## src/rtl/sprite_animator.sv

```systemverilog
// sprite_animator: single-sprite producer for the graphics block.
// Accepts a spawn command, walks the sprite toward its target, then loops
// the attack animation until killed. Visible sprite state only changes on
// new_frame pulses, so a frame is never drawn with mixed state.
module sprite_animator #(
    parameter int NUM_FRAMES  = 23,
    parameter int WALK_FRAMES = 12,
    parameter int FRAME_DIV   = 4,
    parameter int SPEED       = 2,
    parameter int SCREEN_W    = 1280,
    parameter int SCREEN_H    = 720
) (
    input  logic                          clk_pixel,
    input  logic                          sys_rst_n,
    input  logic                          new_frame,
    input  logic                          cmd_valid,
    output logic                          cmd_ready,
    input  logic [10:0]                   cmd_spawn_x,
    input  logic [9:0]                    cmd_spawn_y,
    input  logic [10:0]                   cmd_target_x,
    input  logic [9:0]                    cmd_target_y,
    input  logic                          kill,
    output logic                          sprite_valid,
    output logic [10:0]                   sprite_x,
    output logic [9:0]                    sprite_y,
    output logic [$clog2(NUM_FRAMES)-1:0] sprite_frame_number,
    output logic                          arrived
);

    localparam int FW    = $clog2(NUM_FRAMES);
    localparam int DIV_W = (FRAME_DIV > 1) ? $clog2(FRAME_DIV) : 1;

    localparam logic [FW-1:0]    WALK_LAST  = FW'(WALK_FRAMES - 1);
    localparam logic [FW-1:0]    ATK_FIRST  = FW'(WALK_FRAMES);
    localparam logic [FW-1:0]    ATK_LAST   = FW'(NUM_FRAMES - 1);
    localparam logic [DIV_W-1:0] DIV_LAST   = DIV_W'(FRAME_DIV - 1);
    localparam logic [10:0]      X_MAX      = 11'(SCREEN_W - 1);
    localparam logic [9:0]       Y_MAX      = 10'(SCREEN_H - 1);
    localparam logic signed [11:0] STEP     = 12'(SPEED);

    typedef enum logic [1:0] {
        S_IDLE,
        S_ARMED,
        S_WALK,
        S_ATTACK
    } state_t;

    state_t             state_q;
    logic               cmd_ready_q;
    logic               valid_q;
    logic               arrived_q;
    logic               kill_pending_q;
    logic [10:0]        x_q;
    logic [9:0]         y_q;
    logic [FW-1:0]      frame_q;
    logic [DIV_W-1:0]   div_q;

    // Latched command (data only, no reset needed: only read after a command)
    logic [10:0]        spawn_x_q;
    logic [9:0]         spawn_y_q;
    logic [10:0]        tgt_x_q;
    logic [9:0]         tgt_y_q;

    // Next walking position for the current frame
    logic [10:0]        x_d;
    logic [9:0]         y_d;

    logic               accept;

    function automatic logic [10:0] clamp_x(input logic [10:0] v);
        return (v > X_MAX) ? X_MAX : v;
    endfunction

    function automatic logic [9:0] clamp_y(input logic [9:0] v);
        return (v > Y_MAX) ? Y_MAX : v;
    endfunction

    // Differences are taken in 12-bit signed space so neither direction wraps;
    // a step within SPEED of the target snaps to it, so no overshoot either.
    function automatic logic [10:0] step_x(input logic [10:0] pos, input logic [10:0] tgt);
        logic signed [11:0] diff;
        diff = $signed({1'b0, tgt}) - $signed({1'b0, pos});
        if (diff <= STEP && diff >= -STEP) return tgt;
        if (diff > 12'sd0) return pos + 11'(SPEED);
        return pos - 11'(SPEED);
    endfunction

    function automatic logic [9:0] step_y(input logic [9:0] pos, input logic [9:0] tgt);
        logic signed [11:0] diff;
        diff = $signed({2'b00, tgt}) - $signed({2'b00, pos});
        if (diff <= STEP && diff >= -STEP) return tgt;
        if (diff > 12'sd0) return pos + 10'(SPEED);
        return pos - 10'(SPEED);
    endfunction

    function automatic logic [FW-1:0] next_walk_frame(input logic [FW-1:0] f);
        return (f == WALK_LAST) ? '0 : f + FW'(1);
    endfunction

    function automatic logic [FW-1:0] next_attack_frame(input logic [FW-1:0] f);
        return (f == ATK_LAST) ? ATK_FIRST : f + FW'(1);
    endfunction

    assign accept = (state_q == S_IDLE) && cmd_valid && cmd_ready_q;

    // Candidate position after one walking step
    always_comb begin
        x_d = step_x(x_q, tgt_x_q);
        y_d = step_y(y_q, tgt_y_q);
    end

    // Capture the clamped spawn/target on command acceptance
    always_ff @(posedge clk_pixel) begin
        if (accept) begin
            spawn_x_q <= clamp_x(cmd_spawn_x);
            spawn_y_q <= clamp_y(cmd_spawn_y);
            tgt_x_q   <= clamp_x(cmd_target_x);
            tgt_y_q   <= clamp_y(cmd_target_y);
        end
    end

    // Control FSM with registered outputs; sprite state moves only on new_frame
    always_ff @(posedge clk_pixel or negedge sys_rst_n) begin
        if (!sys_rst_n) begin
            state_q        <= S_IDLE;
            cmd_ready_q    <= 1'b1;
            valid_q        <= 1'b0;
            arrived_q      <= 1'b0;
            kill_pending_q <= 1'b0;
            x_q            <= '0;
            y_q            <= '0;
            frame_q        <= '0;
            div_q          <= '0;
        end else begin
            arrived_q <= 1'b0;
            case (state_q)
                S_IDLE: begin
                    if (accept) begin
                        state_q     <= S_ARMED;
                        cmd_ready_q <= 1'b0;
                    end
                end
                S_ARMED: begin
                    if (kill) begin
                        state_q     <= S_IDLE;
                        cmd_ready_q <= 1'b1;
                    end else if (new_frame) begin
                        x_q     <= spawn_x_q;
                        y_q     <= spawn_y_q;
                        div_q   <= '0;
                        valid_q <= 1'b1;
                        if (spawn_x_q == tgt_x_q && spawn_y_q == tgt_y_q) begin
                            state_q   <= S_ATTACK;
                            frame_q   <= ATK_FIRST;
                            arrived_q <= 1'b1;
                        end else begin
                            state_q <= S_WALK;
                            frame_q <= '0;
                        end
                    end
                end
                S_WALK, S_ATTACK: begin
                    if (kill) kill_pending_q <= 1'b1;
                    if (new_frame) begin
                        if (kill || kill_pending_q) begin
                            valid_q        <= 1'b0;
                            state_q        <= S_IDLE;
                            kill_pending_q <= 1'b0;
                            cmd_ready_q    <= 1'b1;
                        end else if (state_q == S_WALK &&
                                     x_d == tgt_x_q && y_d == tgt_y_q) begin
                            x_q       <= x_d;
                            y_q       <= y_d;
                            state_q   <= S_ATTACK;
                            frame_q   <= ATK_FIRST;
                            div_q     <= '0;
                            arrived_q <= 1'b1;
                        end else begin
                            if (state_q == S_WALK) begin
                                x_q <= x_d;
                                y_q <= y_d;
                            end
                            if (div_q == DIV_LAST) begin
                                div_q   <= '0;
                                frame_q <= (state_q == S_WALK) ? next_walk_frame(frame_q)
                                                               : next_attack_frame(frame_q);
                            end else begin
                                div_q <= div_q + DIV_W'(1);
                            end
                        end
                    end
                end
                default: state_q <= S_IDLE;
            endcase
        end
    end

    assign cmd_ready           = cmd_ready_q;
    assign sprite_valid        = valid_q;
    assign sprite_x            = x_q;
    assign sprite_y            = y_q;
    assign sprite_frame_number = frame_q;
    assign arrived             = arrived_q;

endmodule

```

## config.mk

```make
export PLATFORM = sky130hd
export DESIGN_NAME = sprite_animator
export DESIGN_NICKNAME = d
export VERILOG_FILES = /design/src/rtl/sprite_animator.sv
export SDC_FILE = /design/constraint.sdc
export NUM_CORES = 1
export LEC_CHECK = 0
export ABC_AREA = 0
export CAP_MARGIN = 15
export CORE_MARGIN = 3
export CORE_UTILIZATION = 35
export DETAILED_ROUTE_END_ITERATION = 7
export DONT_BUFFER_PORTS = 1
export PLACE_DENSITY = 0.48
export SYNTH_ARGS = -nofsm -noshare
export SYNTH_HDL_FRONTEND = slang
export SYNTH_SLANG_ARGS = --single-unit
```

## constraint.sdc

```tcl
create_clock -name clk_pixel -period 8.02 [get_ports clk_pixel]
set_input_delay 1.604 -clock clk_pixel [delete_from_list [all_inputs] [get_ports clk_pixel]]
set_output_delay 1.604 -clock clk_pixel [all_outputs]
set_load 0.01 [all_outputs]
```

# Word-level counts from Yosys, hierarchy flattened
# Index checks and enable logic that the tools add are counted.
# totals
reg_bits,76
latch_bits,0
ram_bits,0
mem_bits_ro,0
input_bits,47
out_inout_bits,29
elab_cells,143
mem_count,0
# op_classes
add_sub_neg,8
mul,0
div_mod_pow,0
order_cmp,10
eq_ne,21
shifts,0
muxes,74
n_bitwise,0
reduce_logical,17
# ops
cell,n
$mux W11,10
$mux W10,10
$mux W5,9
$mux W1,24
$mux W2,12
$eq A11 B11 Y1,2
$gt A11 B11 Y1 const B,2
$pmux W11 S2,1
$eq A10 B10 Y1,2
$gt A10 B10 Y1 const B,2
$pmux W10 S2,1
$ne A2 B2 Y1 const B,7
$ge A12 B2 Y1 const B,1
$gt A12 B1 Y1 const B,1
$le A12 B3 Y1 const B,1
$ne A3 B3 Y1 const B,4
$reduce_and A6 Y1,2
$sub A11 B11 Y12,1
$add A11 B2 Y11 const B,1
$ge A11 B2 Y1 const B,1
$gt A11 B1 Y1 const B,1
$le A11 B3 Y1 const B,1
$sub A10 B10 Y11,1
$sub A11 B2 Y11 const B,1
21 further kinds,32

# Longest topological paths before layout
# Gate-level depths: netlist of run 1.
# logic_depth
word_depth,14
depth_mapped,23
mapped_depth_nobuf,23

# Worst setup path before layout of run 1
# No wires, ideal clock.
# synth_timing
path_kind,reg-to-reg
from,"reg x_q[6], in the netlist sprite_x[6]"
to,reg state_q[0]
setup_time_ns,0.077
arrival_time_ns,5.231
required_ns,7.943
slack_ns,2.711
path_stages_with_launch,23
path_buffers,1
period_less_slack_ns,5.309
path_cell_list,dfrtp_1 -> inv_1 -> ha_1 -> buf_6 -> a21o_1 -> a221o_1 -> a221oi_2 -> xor2_1 -> nand3_2 -> nor3_4 -> or2_2 -> ha_1 -> a21o_1 -> a31oi_1 -> a21oi_1 -> or4_1 -> xor2_1 -> nand2_1 -> a2111o_1 -> a311o_1 -> a2111oi_2 -> o21ai_1 -> a21oi_1
# synth_via
elab_chain_cells,11
elab_cells_between_ends,18
classes_between,add/sub (3); order compare (3); eq/ne (2); mux (6); reduce/logical (4)
# synth_lines
element,line,source
from (decl),53,logic [10:0] x_q;
from (signal assigned),148,x_q <= spawn_x_q;
$sub A11 B11 Y12,82,"diff = $signed({1'b0, tgt}) - $signed({1'b0, pos});"
$gt A12 B1 Y1,84,if (diff > 12'sd0) return pos + 11'(SPEED);
$mux W1 (2 in a row),84,
$mux W11,85,return pos - 11'(SPEED);
$mux W11 (*),84,
$eq A11 B11 Y1 (*),171,x_d == tgt_x_q && y_d == tgt_y_q) begin
$logic_and A1 B1 Y1 (*),170,end else if (state_q == S_WALK &&
$logic_and A1 B1 Y1 (*),171,
$ne A3 B3 Y1 (no source line) (*),-,
$reduce_and A4 Y1 (no source line) (*),-,
to (signal assigned),167,state_q <= S_IDLE;
to (signal assigned),174,state_q <= S_ATTACK;
to (signal assigned),193,default: state_q <= S_IDLE;
to (decl),48,state_t state_q;
# Mark *: on every way between the ends. The rest lies on a longest branch, timed or not. The select of a mux whose other input is x is not followed.
# A chain may end at the register's enable or synchronous reset.

# Final worst setup path of run 1
# layout_timing
from,"reg x_q[0], in the netlist sprite_x[0]"
to,reg state_q[0]
# Same word-level chain as after synthesis.

==> results.md, run 1 <==
- Status: finished clean
- Sink Count: 76
- Post-synth EDFFs: between 40 and 50
- Yosys warns: 0
- CTS tree: done
- Hold bufs inserted after CTS: 0
- Period utilization: between 70 and 80%
- Most common cell after layout, fill and taps aside: nor2_1
- Total negative setup slack: 0 ps
- Fin crit period: a little over 6000 ps
- Crit path max fanout: 10
- Synth area leaders: edfxtp_1, dfrtp_1, ha_1
- Worst Hold Class: flip-flop to flip-flop
- Gate power share: 62.9%
- Post-DP HPWL: about 14000 um
- Net Sw Frac: between 40% and 50%
- Required @ worst endpoint: about 8300 ps
- Area grow syn2layout: 9.33%
- Leak: 0.00272 uW
- Synth async-reset ratio: approximately 45%
- Post-Layout Cell Count: 930
- Startpoint types: flip-flop
- Total Wirelength: roughly 18000 um
- Final Total Pwr: around 3400 uW
- Post-CTS Setup Inserts: 0
- H-tree levels: 3
- Routability cong.: around 0.95
- Critical Path End Type: flip-flop
- Largest net degree at the start of global routing: 35
- Max Slew Vio Count: 0
- Fmax: ~160 MHz
- CTS clock-pin slew for the worst setup and hold paths: ~60 ps
- First-pass GRT wire length: around 29000 um
- #FFs+latches synth: 76
- Final Hold Viols: 0
- Max_cap viols: 0
- Initial antenna violation count: 0
- Pint: around 1800 uW
- Vias/cell: 5.58
- Slew HR: between 20% and 30%
- Layout cell share with drive strength beyond 1: 5.67%
- Initial Util: a little over a third
- Top_reg_cell synth: edfxtp_1
- Worst Setup Path Type: flip-flop to flip-flop
- DR iter-0 viols: ~360
- RSZ-0062 raised after global routing: no
- Vert. Die Dim: 140 um
- # rows: between 40 and 50
- NetSw: 1670 uW
- Yosys top cell area share: between 20 and 25%
- Residual DRC: 0
- Die area: roughly 0.02 mm^2
- Total grt overflow: 0
- CTS root buffer: clkbuf_16
- Placed cell count: ~910
- Worst Tran Pin Value: approximately 1100 ps
- Clk_skew: roughly 9.6 ps
- Mapped Cells: 710
- Final non-filler cell area: 0.00685 mm^2
- Clk pwr share: 14.8%
- Insertion delay to the later sink of the worst-skew pair: 350 ps
- Final Setup Violations: 0
- DIE WIDTH: ~140 um
- Layout net count: 790
- Sequential element share of the synthesized area: between 30% and 40%
- Vias: about 5200
- # IOs: 76
- Placement Cell Area: approximately 0.0065 mm^2
- Resize count post-CTS: 0
- Cts bufs inserted: 9
- WL/cell: 19.1 um
- Port bufs: 0
- Seq pwr share: 22.3%
- Most frequent cells in the layout: nor2_1, nand2_1, a21oi_1
- GRT Util Overall: around 19%
- Syn Nets: 800
- Cell Pwr Density: 503 mW/mm^2
- Worst vdd ir: 151 uV
- Critical Path AT: around 6300 ps
- # diodes: 0
- Mapped cell area: 0.00626 mm^2
- 1st-pass router iterations: 5
- Syn Area/Cell: between 8 and 9 um^2
- CTS max path bufs: 2
- Vias in the first global route: 5209
- Fin Hold WS: roughly 500 ps
- ANT nets after route: 0
- Synth area leader: edfxtp_1
- Count of cell types in the netlist: ~80
- Core area: 0.0174 mm^2
[flip-flops by register name (all words and copies together), names as in the netlist]
name	cells
sprite_x	11
spawn_x_q	11
tgt_y_q	10
spawn_y_q	10
sprite_valid	1
kill_pending_q	1
tgt_x_q	11
arrived	1
sprite_frame_number	5
state_q	2
sprite_y	10
div_q	2
cmd_ready	1
[cell type report]
class | count | area [um^2]
Clock buffer | 9 | 225
Multi-Input combinational cell | 566 | 3890
Inverter | 42 | 158
Clock inverter | 7 | 148
Timing Repair Buffer | 5 | 37.5
Tap cell | 225 | 282
Sequential cell | 76 | 2110
Fill cell | 1780 | 10600
[routing by layer]
| metal | global-route usage (%) | routed length [um] | up-vias |
|---|---|---|---|
| met2 | 31.3 | 8810 | 150 |
| met1 | 23.6 | 7820 | 2482 |
| li1 | - | - | 2544 |
| met3 | 4.71 | 923 | 18 |
| met5 | 0 | 0 | - |
| met4 | 5.05 | 227 | 0 |
[kinds of logic (layout without fill, tap and decap cells)]
group,Yosys count,after routing,synth area share (%)
AOI/OAI and AO/OA,188,188,19.5
xor gates and xnor gates,73,73,10.4
adders and majority gates,43,43,9.07
buffers and inverters,68,63,4.31
DFF,76,76,33.7
muxes,17,17,2.72
and+or+nand+nor,245,245,20.2
[worst paths after layout]
path                                    end   startpoint  slack (ps)  cells past startpoint
max in group asynchronous         cmd_ready    sys_rst_n        6900                      0
worst max-delay path             state_q[0]  sprite_x[0]        1950                     21
min in group asynchronous       sprite_y[6]    sys_rst_n         950                      0
worst min-delay path               div_q[1]     div_q[1]         500                      2
worst min register to register     div_q[1]     div_q[1]         500                      2
worst max register to register   state_q[0]  sprite_x[0]        1950                     21
[metrics by stage]
stage          setup WS (ps)  util [%]
6_report                1950      39.3
3_5_place_dp            1990      37.2
4_1_cts                 1950      39.3
5_1_grt                 1470      39.3
3_3_place_gp            1990      37.2
2_1_floorplan           2710         -
[Yosys cell counts (all sizes together), types with 4 or more instances]
library cell and count:
nor2 58, nand2 56, o21ai 56, a21oi 51, xnor2 44, edfxtp 42, inv 41, ha 39
nand2b 39, dfrtp 33, xor2 28, clkbuf 19, nand3 18, mux2i 17, nor3 13, nor2b 12
a21o 11, o22ai 10, nand4 8, nor4 8, and2 7, buf 7, a31oi 6, and3 6
a211oi 5, or2 5, a2111oi 4, a221oi 4, fa 4, o2111ai 4, o211ai 4, o21a 4
or4 4
[power by group through the flow]
stage	clock network [uW]	logic, uW	registers (uW)
finish	510	2170	767
global route	538	2430	791
CTS	523	2150	774
detailed placement	0	2140	783
global placement	0	2120	779
floorplan	0	1760	677
[worst max-delay path, cell delays in order (launching register included)]
cell and delay [ps]:
dfrtp_1 480, ha_1 270, fa_1 410, nand2b_1 190
a211oi_2 420, o22ai_1 150, xor2_1 280, nand3_2 170
nor3_4 230, or2_2 290, ha_1 350, a21o_1 190
a31oi_1 250, a21oi_1 140, or4_1 590, xor2_1 240
nand2_1 80, a2111o_1 290, a311o_1 290, a2111oi_2 410
o21ai_1 120, a21oi_1 160
(Power assumes the default switching activity.)
==> run 2, diff against run 1 <==
Settings changed: PLACE_DENSITY 0.48 to 0.5.
Clock period 8.02 ns to 5.3 ns, I/O delays scaled along.
==> run 2 against run 1 <==
The run now ends with setup timing left. Count of clock-buffer cells in the layout up 6. Worst hold slack worse by 85 ps. Via count grew 13%. Global-route usage increased by 2.1 points. Critical path depth is 1 lower. Critical path type unchanged. Critical endpoint is now arrived.
==> results.md, run 2 (synthesis gave the netlist of run 1 again) <==
- Total negative setup slack: -67.5 ps
- Worst Tran Pin Value: 979 ps
- Vias/cell: between 5 and 6
- Cells on worst reg2reg path: 20
- Period utilization: 101%
- Die area: around 0.020 mm^2
- Worst Setup Path Type: flip-flop to flip-flop
- RSZ-0062 raised after global routing: yes
- Initial Util: 36.0%
- Most common cell after layout, fill and taps aside: buf_4
- Vias: roughly 5900
- 1st-pass router iterations: 5
- Crit path largest cell delay: 560 ps
- DR iter-0 viols: 362
- Final Hold Viols: 0
- Worst Hold Class: input pin to async pin
- Most frequent cells in the layout: buf_4, nor2_1, nand2_1
- Clk_skew: 6.03 ps
- FF-to-FF setup slack: -50 ps
- Largest net degree at the start of global routing: 35
- Worst setup path startpoint: tgt_x_q[6]
- Launch point of the worst reg-to-reg path: tgt_x_q[6]
- Cell Pwr Density: between 800 and 900 mW/mm^2
- ANT nets after route: 0
- Sink Count: between 70 and 80
- Vert. Die Dim: around 140 um
- CTS clock-pin slew for the worst setup and hold paths: 60 ps
- Port bufs: 0
- Total grt overflow: 0
- # IOs: between 70 and 80
- Final Setup Violations: 2
- # rows: 48
- DR WL met3: 1170 um
- Fmax: 187 MHz
- Critical Path End Type: flip-flop
- CTS max path bufs: 2
- Wire length on met2: 9910 um
- Crit path max fanout: 6
- Hold bufs inserted after CTS: 0
- Routability cong.: around 0.9
- Core area: between 0.015 and 0.02 mm^2
- Critical path cell sequence: ha_4, a21o_1, a221o_1, a221oi_2, xor2_1, nand3_2, nor3_4, or2_4, buf_6, ha_4, and2_1, o21a_1, or4_4, xor2_4, nand2_1, a2111o_1, a311o_1, a2111oi_4, a21oi_1, nor2_1
- CP delay by family, top: compound AO/OA/AOI/OAI gates
- CTS root buffer: clkbuf_16
- Slew HR: 34.3%
- DIE WIDTH: about 140 um
- Vias in the first global route: about 5900
- GRT Util Overall: around 21%
- Leak: between 0.003 and 0.004 uW
- Status: finished with violations
- Initial antenna violation count: 1
- Residual DRC: 0
- Area grow syn2layout: 31.1%
- Pre-CTS setup slack: -281 ps
- Wl on met1: just under 9000 um
- Buf/Inv on CP: 1
- Post-DP HPWL: ~16000 um
- Worst vdd ir: 315 uV
- Top sig layer: met4
- Critical path's most frequent cell: ha_4
- WL/cell: 19.2 um
- Total Wirelength: 20400 um
- Slowest cell on the critical path: or4_4
- Max_cap viols: 0
- Critical Path AT: around 5600 ps
- Fin crit period: around 5300 ps
- Startpoint types: flip-flop
- Post-layout util: 47.2%
- Failing checks: setup timing
- Max Slew Vio Count: 0
- Insertion delay to the later sink of the worst-skew pair: 340 ps
- H-tree levels: 3
- Final worst setup slack: -49.9 ps
- First-pass GRT wire length: around 32000 um
- Required @ worst endpoint: around 5600 ps
- Layout cell share with drive strength beyond 1: a little over a quarter
- Cts bufs inserted: 9
- CTS tree: done
- Layout net count: around 920
- Reg-to-reg endpoint: arrived
[run 2: cell count changes in the layout (fill, tap and decap cells not counted), moves of 5 or more]
cell,delta
o21ai_0,-7
ha_4,+11
ha_1,-13
buf_4,+126
buf_6,+5
[run 2: cell type report]
cell class	count	area [um^2]
Multi-Input combinational cell	566	4270
Sequential cell	76	2110
Tap cell	225	282
Fill cell	1631	9200
Antenna cell	1	2.50
Timing Repair Buffer	137	1060
Inverter	42	160
Clock inverter	1	8.76
Clock buffer	15	320
[run 2: worst max path at each step]
stage / to / slack (ps) / cells past startpoint
4_1_cts: arrived / 10 / 23
2_1_floorplan: state_q[0] / 40 / 22
5_1_grt: sprite_frame_number[3] / -270 / 25
3_5_place_dp: state_q[0] / -280 / 20
6_report: arrived / -50 / 20
3_3_place_gp: arrived / -230 / 20
[run 2: what timing repair did]
item                       in CTS  in global routing
gates resized for setup        27                 50
pin swaps                      18                 38
buffers inserted                7                 11
setup endpoints to repair       8                  9
cloned                          0                  0
[run 2: power by group]
| group | internal (uW) | switching, uW | total (uW) |
|---|---|---|---|
| Combinational | 2360 | 2600 | 4960 |
| Sequential | 818 | 174 | 992 |
| Clock | 414 | 250 | 665 |
| Total | 3590 | 3030 | 6610 |
[run 2: metal layers]
layer,up-vias,track usage (%)
li1,2814,-
met1,2866,26.2
met2,148,34.5
met3,38,5.12
met4,0,6.94
met5,-,0
[run 2: worst reg2reg max path: cells and delay by family (launching register included)]
family	cells	cell delay [ps]
AOI/OAI and AO/OA	8	2160
and+or+nand+nor	7	1500
adders and majority gates	2	500
DFF	1	480
xor gates and xnor gates	2	470
buffers and inverters	1	170
[run 2: through the flow]
step | area, um^2 | total power [uW] | instances | hold slack (ps)
CTS | 7880 | 6190 | 1051 | 392
floorplan | 6270 | 3690 | 710 | 460
finish | 8210 | 6610 | 1063 | 411
detailed placement | 7350 | 5250 | 1028 | 487
global route | 8210 | 7130 | 1063 | 388
global placement | 7350 | 5170 | 1028 | 475
